File: src/rtl/sync_fifo_wr_arb.sv
// Round-robin, burst-locking write arbiter sharing one sync_fifo write port among NREQ producers.
// Optional stall statistics: define SYNC_FIFO_WR_ARB_STATS_EN.
module sync_fifo_wr_arb #(
    parameter int DATA_W    = 128,
    parameter int NREQ      = 4,
    parameter int BURST_MAX = 4
) (
    input  logic                      clk,
    input  logic                      rstn,
    input  logic [NREQ-1:0]           i_req,
    input  logic [NREQ*DATA_W-1:0]    i_data,
    output logic [NREQ-1:0]           o_gnt,
    output logic [$clog2(NREQ)-1:0]   o_owner,
    output logic                      o_busy,
    output logic                      o_wren,
    output logic [DATA_W-1:0]         o_wrdata,
    input  logic                      i_full,
    input  logic                      i_alm_full,
    output logic [15:0]               o_stall_cnt
);

    localparam int PW = $clog2(NREQ);
    localparam int CW = $clog2(BURST_MAX + 1);

    typedef enum logic {
        IDLE = 1'b0,
        LOCK = 1'b1
    } state_t;

    state_t          state_r;
    logic [PW-1:0]   owner_r;
    logic [PW-1:0]   rr_ptr_r;
    logic [CW-1:0]   cnt_r;

    logic            ok_s;
    logic            hold_s;
    logic            grant_s;
    logic            pick_hit_s;
    logic [PW-1:0]   pick_idx_s;
    logic [PW-1:0]   gnt_idx_s;
    logic [PW-1:0]   owner_inc_s;
    logic [PW-1:0]   search_base_s;
    logic [DATA_W-1:0] data_arr_s [NREQ];

    function automatic logic [PW-1:0] wrap_inc(input logic [PW-1:0] v);
        if (v == PW'(NREQ - 1)) begin
            return {PW{1'b0}};
        end else begin
            return v + PW'(1);
        end
    endfunction

    // First set request at or above base, wrapping; result is {hit, index}.
    function automatic logic [PW:0] rr_pick(input logic [NREQ-1:0] req, input logic [PW-1:0] base);
        logic [PW:0]   res;
        logic [PW:0]   sum;
        logic [PW-1:0] idx;
        res = {(PW+1){1'b0}};
        for (int off = NREQ - 1; off >= 0; off--) begin
            sum = {1'b0, base} + (PW+1)'(off);
            sum = (sum >= (PW+1)'(NREQ)) ? (sum - (PW+1)'(NREQ)) : sum;
            idx = sum[PW-1:0];
            if (req[idx]) begin
                res = {1'b1, idx};
            end else begin
                res = res;
            end
        end
        return res;
    endfunction

    // Unpack the flat requester data bus.
    always_comb begin
        for (int k = 0; k < NREQ; k++) begin
            data_arr_s[k] = i_data[k*DATA_W +: DATA_W];
        end
    end

    // Space check and grant decision; o_gnt is forced low while reset is asserted.
    always_comb begin
        ok_s          = !i_full && (!i_alm_full || !o_wren);
        owner_inc_s   = wrap_inc(owner_r);
        search_base_s = (state_r == LOCK) ? owner_inc_s : rr_ptr_r;
        {pick_hit_s, pick_idx_s} = rr_pick(i_req, search_base_s);
        hold_s        = (state_r == LOCK) && i_req[owner_r] && (cnt_r < CW'(BURST_MAX));
        if (hold_s) begin
            grant_s   = ok_s;
            gnt_idx_s = owner_r;
        end else begin
            grant_s   = ok_s && pick_hit_s;
            gnt_idx_s = pick_idx_s;
        end
        o_gnt            = {NREQ{1'b0}};
        o_gnt[gnt_idx_s] = grant_s && rstn;
    end

    // Arbitration FSM and registered FIFO write port.
    always_ff @(posedge clk or negedge rstn) begin
        if (!rstn) begin
            state_r  <= IDLE;
            owner_r  <= {PW{1'b0}};
            rr_ptr_r <= {PW{1'b0}};
            cnt_r    <= {CW{1'b0}};
            o_wren   <= 1'b0;
            o_wrdata <= {DATA_W{1'b0}};
        end else begin
            o_wren <= grant_s;
            if (grant_s) begin
                o_wrdata <= data_arr_s[gnt_idx_s];
            end
            if (hold_s) begin
                if (ok_s) begin
                    cnt_r <= cnt_r + CW'(1);
                end
            end else begin
                // Releasing a lock advances the pointer past the old owner.
                if (state_r == LOCK) begin
                    rr_ptr_r <= owner_inc_s;
                end
                if (grant_s) begin
                    owner_r <= gnt_idx_s;
                    cnt_r   <= CW'(1);
                    if (BURST_MAX == 1) begin
                        state_r  <= IDLE;
                        rr_ptr_r <= wrap_inc(gnt_idx_s);
                    end else begin
                        state_r <= LOCK;
                    end
                end else begin
                    state_r <= IDLE;
                end
            end
        end
    end

    assign o_owner = owner_r;
    assign o_busy  = (state_r == LOCK);

`ifdef SYNC_FIFO_WR_ARB_STATS_EN
    logic [15:0] stall_r;

    // Saturating count of cycles with pending requests but no space.
    always_ff @(posedge clk or negedge rstn) begin
        if (!rstn) begin
            stall_r <= 16'h0000;
        end else if ((|i_req) && !ok_s && (stall_r != 16'hFFFF)) begin
            stall_r <= stall_r + 16'h0001;
        end
    end

    assign o_stall_cnt = stall_r;
`else
    assign o_stall_cnt = 16'h0000;
`endif

endmodule

File: config.mk
export PLATFORM = sky130hd
export DESIGN_NAME = sync_fifo_wr_arb
export DESIGN_NICKNAME = d
export VERILOG_FILES = /design/src/rtl/sync_fifo_wr_arb.sv
export SDC_FILE = /design/constraint.sdc
export NUM_CORES = 1
export LEC_CHECK = 0
export ABC_AREA = 1
export BUFFER_PORTS_ARGS = -buffer_cell sky130_fd_sc_hd__buf_4
export CORE_AREA = 2 2 263 265
export CTS_CLUSTER_DIAMETER = 100
export CTS_CLUSTER_SIZE = 25
export DETAILED_ROUTE_END_ITERATION = 10
export DIE_AREA = 0 0 265 267
export GPL_TIMING_DRIVEN = 0
export SKIP_LAST_GASP = 1
export SYNTH_ARGS = -nofsm -noshare
export SYNTH_HDL_FRONTEND = slang
export SYNTH_SLANG_ARGS = --single-unit
File: constraint.sdc
create_clock -name clk -period 7.1 [get_ports clk]
set_input_delay 0.71 -clock clk [delete_from_list [all_inputs] [get_ports clk]]
set_output_delay 0.71 -clock clk [all_outputs]
set_load 0.02 [all_outputs]
* Yosys cells after proc, flatten, opt, wreduce, memory -nomap -nowiden
Cells that the tools add are included.
** Operators by class
- Eq/ne operators :: 2
- Mux-type cells :: 31
- Add/subtract/negate cells :: 9
- Bitwise gates (word level) :: 3
- Reduce and logical (&&, ||, !) cells :: 13
- Magnitude comparators :: 13
** Operators with widths (count)
- binary-select mux 128 bit (select 2 bit) :: 1
- two-way mux 128 bit :: 2
- two-way mux 3 bit :: 7
- less-than comparator 2 x 3 -> 1 bit, second input constant :: 6
- two-way mux 2 bit :: 7
- >= comparator 3 bit, second input constant :: 4
- binary-select mux 1 bit (select 2 bit) :: 5
- two-way mux 1 bit :: 8
- subtractor 2 x 1 -> 2 bit, second input constant :: 4
- adder 2 x 2 -> 3 bit, second input constant :: 2
- logical AND 1 bit :: 6
- AND 4 bit :: 1
- AND reduction 2 bit :: 2
- adder 2 x 1 -> 3 bit, second input constant :: 1
- adder 3 x 1 -> 3 bit, second input constant :: 1
- >= comparator 2 x 3 -> 1 bit, second input constant :: 1
- zero test 1 bit :: 3
- less-than comparator 3 bit, second input constant :: 1
- inverter 2 -> 3 bit :: 1
- adder 2 x 1 -> 2 bit, second input constant :: 1
- demux 1 bit (select 2 bit) :: 1
- == test 2 bit, second input constant :: 1
- >= comparator 2 x 1 -> 1 bit, second input constant :: 1
- inequality test 2 bit, second input constant :: 1
- 3 further kinds :: 3
** Word-level totals
- Word-level logic and storage cells :: 77
- Input port bits :: 520
- Flip-flop bits (word level) :: 137

* Longest topological paths before layout
- Depth in word-level cells :: 18
- Gate-level depth with buffers :: 19
- Depth with buffers taken out :: 17

* Worst setup path before layout
OpenSTA, ideal clock, no wires.
- Path type :: register to output
- Start point :: register owner_r[0] (netlist: o_owner[0])
- End point :: output o_gnt[0]
- Slack :: 3.816 ns
- Required time :: 6.390 ns
- Arrival :: 2.574 ns
- Cell stages (with the launch flop) :: 17
- Path through :: dfrtp_1 > ha_1 > nor2_1 > nand2_2 > nand2_4 > nand2_1 > nand2_1 > nand2_1 > nand2_2 > a21oi_1 > nand2_1 > nand3_4 > nand2_4 > buf_6 > buf_2 > inv_1 > nor3_1
** Between the ends
- Word-level cells in the longest chain between the ends :: 18
- Elaborated cells between the ends (all ways) :: 45
- Classes of those cells :: 8 x add/sub; 6 x order compare; 1 x eq/ne; 24 x mux; 1 x bitwise; 5 x reduce/logical
** RTL lines
- start, declared :: line 31 : logic [PW-1:0] owner_r;
- start signal, assigned :: line 101 : owner_r <= {PW{1'b0}};
- start signal, assigned :: line 121 : owner_r <= gnt_idx_s;
- adder 2 x 1 -> 2 bit / == test 2 bit (equally long branches) :: line 49, 46
- two-way mux 2 bit :: line 46 : if (v == PW'(NREQ - 1)) begin
- two-way mux 2 bit
- adder 2 x 2 -> 3 bit :: line 60 : sum = {1'b0, base} + (PW+1)'(off);
- >= comparator 3 bit / subtractor 2 x 1 -> 2 bit (equally long branches) :: line 61 : sum = (sum >= (PW+1)'(NREQ)) ? (sum - (PW+1)'(NREQ)) : sum;
- two-way mux 2 bit :: line 61
- binary-select mux 1 bit (select 2 bit) :: line 63 : if (req[idx]) begin
- two-way mux 1 bit (implied by the code) :: line 63
- two-way mux 3 bit (4 in series) :: line 63
- two-way mux 2 bit :: line 86 : if (hold_s) begin
- less-than comparator 2 x 3 -> 1 bit (implied by the code) / >= comparator 2 x 1 -> 1 bit (equally long branches) :: line 94 : o_gnt[gnt_idx_s] = grant_s && rstn;
- logical AND 1 bit :: line 94
- two-way mux 1 bit (implied by the code) :: line 94
- demux 1 bit (select 2 bit) :: line 94
- AND 4 bit (no line) (*)
- end, declared :: line 12 : output logic [NREQ-1:0] o_gnt,
Mark *: on every way between the ends. The rest lies on a longest branch, timed or not. The select of a mux whose other input is x is not followed.

* Final worst setup path
Same ends and word-level chain as after synthesis.

==> reports/results.tsv <==
metric	value	unit
final worst-path cycle share	0.6252	
top-count cell post-synth	nor2_1	
Yosys reg bits	137	
commonest cells in the netlist	nor2_1 (513), nand3_1 (400), nand2_1 (175), inv_1 (141), dfrtp_1 (137)	
CTS H-tree depth	4	
Post-synth EDFFs	0	
CP max-delay cell	buf_2	
gr ovfl total	0	
TNS Setup	0	ps
layout cells sized above 1	0.3252	
Arrival @ worst endpoint	3730	ps
ys flop type	dfrtp_1	
Worst slew margin	0.1950	
core outline area	67990	um2
vias in the first global route	15500	
full die area	70760	um2
worst-margin pin slew	1208	ps
Port Buffers	655	
Worst Hold Class	in -> async	
CTS tree	done	
Clock Sinks	137	
Max Cap Viol	0	
Clk pin slew, worst setup/hold paths	70	ps
PostCTS Resize Cnt	0	
fmax	225.3	MHz
GRT Total Usage	0.2018	
Period minus WS final	4439	ps
Hold Vio Cnt, Final	0	
run status	completed	
Num CTS Buffers	17	
cells after synthesis	1843	
via count	15650	
Worst Path Required	6390	ps
detailed-route DRC error count	0	
CTS max path bufs	2	
first-pass GRT wire length	103100	um
filler instances	7801	
CP Launch Type	flop	
synthesized area per cell	6.045	um2
Post-Place Cells	3396	
Detailed Routing Iterations Pass 1	6	
Slew Limit Fails	0	
Post-DRT Antenna Nets	0	
gpl congestion	0.9545	
initial antenna violation count	6	
fraction of registers with async set/reset	1.000	
Synth Cell Area	11140	um2
wire per inst	21.54	um
initial core utilization	0.1639	
number of non-filler instances in the completed layout	3430	
Final HPWL DP	58790	um
Rows	96	
WS Path Type	reg -> out	
RSZ-0062 raised after global routing	false	
Root Driver	clkbuf_16	
synth warn	0	
Final Skew	13.46	ps
final WL	73890	um
Top cell by count, worst path	nand2_1	
setup slack, reg-to-reg	3130	ps
CTS Hold Bufs	0	
CP Cell Sequence	ha_1, nor2_1, nand2_2, nand2_4, nand2_1, nand2_1, nand4_1, nand3_1, nand2_1, nand2_2, buf_2, clkbuf_1, nor3_1, buf_4	
Area Overhead vs Synth	60.51	%
main area contributors after synthesis	dfrtp_1 (31%), nand3_1 (18%), nor2_1 (17%)	
routed vias/inst	4.563	
Critical Path Max Stage Delay	560	ps
Synth cell types	24	
Iter 0 DRT Violations	1136	
largest net degree at the start of global routing	79	
Clock Latency Late Sink	490	ps
setup violators final	0	
IO Pins	672	
Hold Slack	144.2	ps
Die Ht	267	um
share of the synthesized area in the top cell type	0.3077	
width of the die	265	um
postcts setup bufs	0	
Setup crit end kind	primary output	
proportion of synthesized chip area in sequential cells	0.3077	
crit-path max FO	10	
nets	3055	
Synth area leader	dfrtp_1	
-- flip-flops by register name, summed over array words and instances, names as in the netlist --
register and count:
o_owner 2, cnt_r 3, o_wrdata 128, rr_ptr_r 2, o_wren 1, o_busy 1
-- stage by stage --
stage | setup slack (ps) | utilization | cell area [um2]
final | 2661 | 0.2630 | 17880
after CTS | 2491 | 0.2630 | 17880
after global routing | 2221 | 0.2630 | 17880
after floorplan | 3816 | - | 11200
after global placement | 2977 | 0.2533 | 17220
after detailed placement | 2989 | 0.2538 | 17250
-- logic make-up after synthesis --
kind of cell    after synthesis  share of synthesized area
other cells                   1                  0.0003366
simple gates               1232                     0.4948
fa+ha+maj                     2                   0.002246
buf+inv                     329                     0.1308
compound gates              142                    0.06402
flops                       137                     0.3077
-- area by class of cell --
| cell class | count | area, um2 | area share |
|---|---|---|---|
| diodes | 2 | 5.005 | 0.0002799 |
| plain buffers | 185 | 917.1 | 0.05129 |
| clock buffers | 19 | 432.9 | 0.02421 |
| clock inverters | 13 | 191.4 | 0.01071 |
| inverters | 144 | 540.5 | 0.03023 |
| multi-input cells | 1392 | 6311 | 0.3529 |
| flip-flops and latches | 137 | 3428 | 0.1917 |
| well taps | 882 | 1104 | 0.06171 |
| repair buffers | 656 | 4952 | 0.2769 |
-- critical path, delay by kind of cell (launching register included) --
family	cells	cell delay (ps)
simple gates	10	1230
fa+ha+maj	1	260
buf+inv	3	1230
flops	1	500
-- metal layers --
metal / up-vias / routed length, um / track usage
li1: 7441 / - / -
met1: 7327 / 29620 / 0.2361
met2: 745 / 35430 / 0.3438
met3: 131 / 5920 / 0.05803
met4: 8 / 2868 / 0.08643
met5: - / 55 / 0
-- final timing paths --
| kind | start | to | depth (start not counted) |
|---|---|---|---|
| min in group clk | cnt_r[1]$_DFFE_PN0P_ | cnt_r[1]$_DFFE_PN0P_ | 2 |
| setup / recovery | o_owner[0]$_DFFE_PN0P_ | o_gnt[0] | 14 |
| max in group asynchronous | rstn | o_wrdata[109]$_DFFE_PN0P_ | 2 |
| hold / removal | rstn | o_wrdata[31]$_DFFE_PN0P_ | 1 |
| setup reg to reg | o_owner[0]$_DFFE_PN0P_ | o_wrdata[45]$_DFFE_PN0P_ | 16 |
| hold reg to reg | cnt_r[1]$_DFFE_PN0P_ | cnt_r[1]$_DFFE_PN0P_ | 2 |
-- layout by cell type, fill, tap and decap left out, drive strengths merged --
cell / synthesis / final
buf: 147 / 803
nor2: 513 / 513
nand3: 401 / 401
nand2: 181 / 181
inv: 144 / 147
dfrtp: 137 / 137
a21oi: 133 / 133
nand4: 131 / 131
clkbuf: 38 / 57
conb: 1 / 16
o21ai: 8 / 8
nor3: 4 / 4
bufinv: 0 / 4
clkinvlp: 0 / 3
clkinv: 0 / 3
diode: 0 / 2
ha: 2 / 2
and2: 1 / 1
o211ai: 1 / 1
or2: 1 / 1
Power is left out: the tool's default activity adds up to more than one toggle a clock period on the data nets, which glitch-free logic cannot reach.
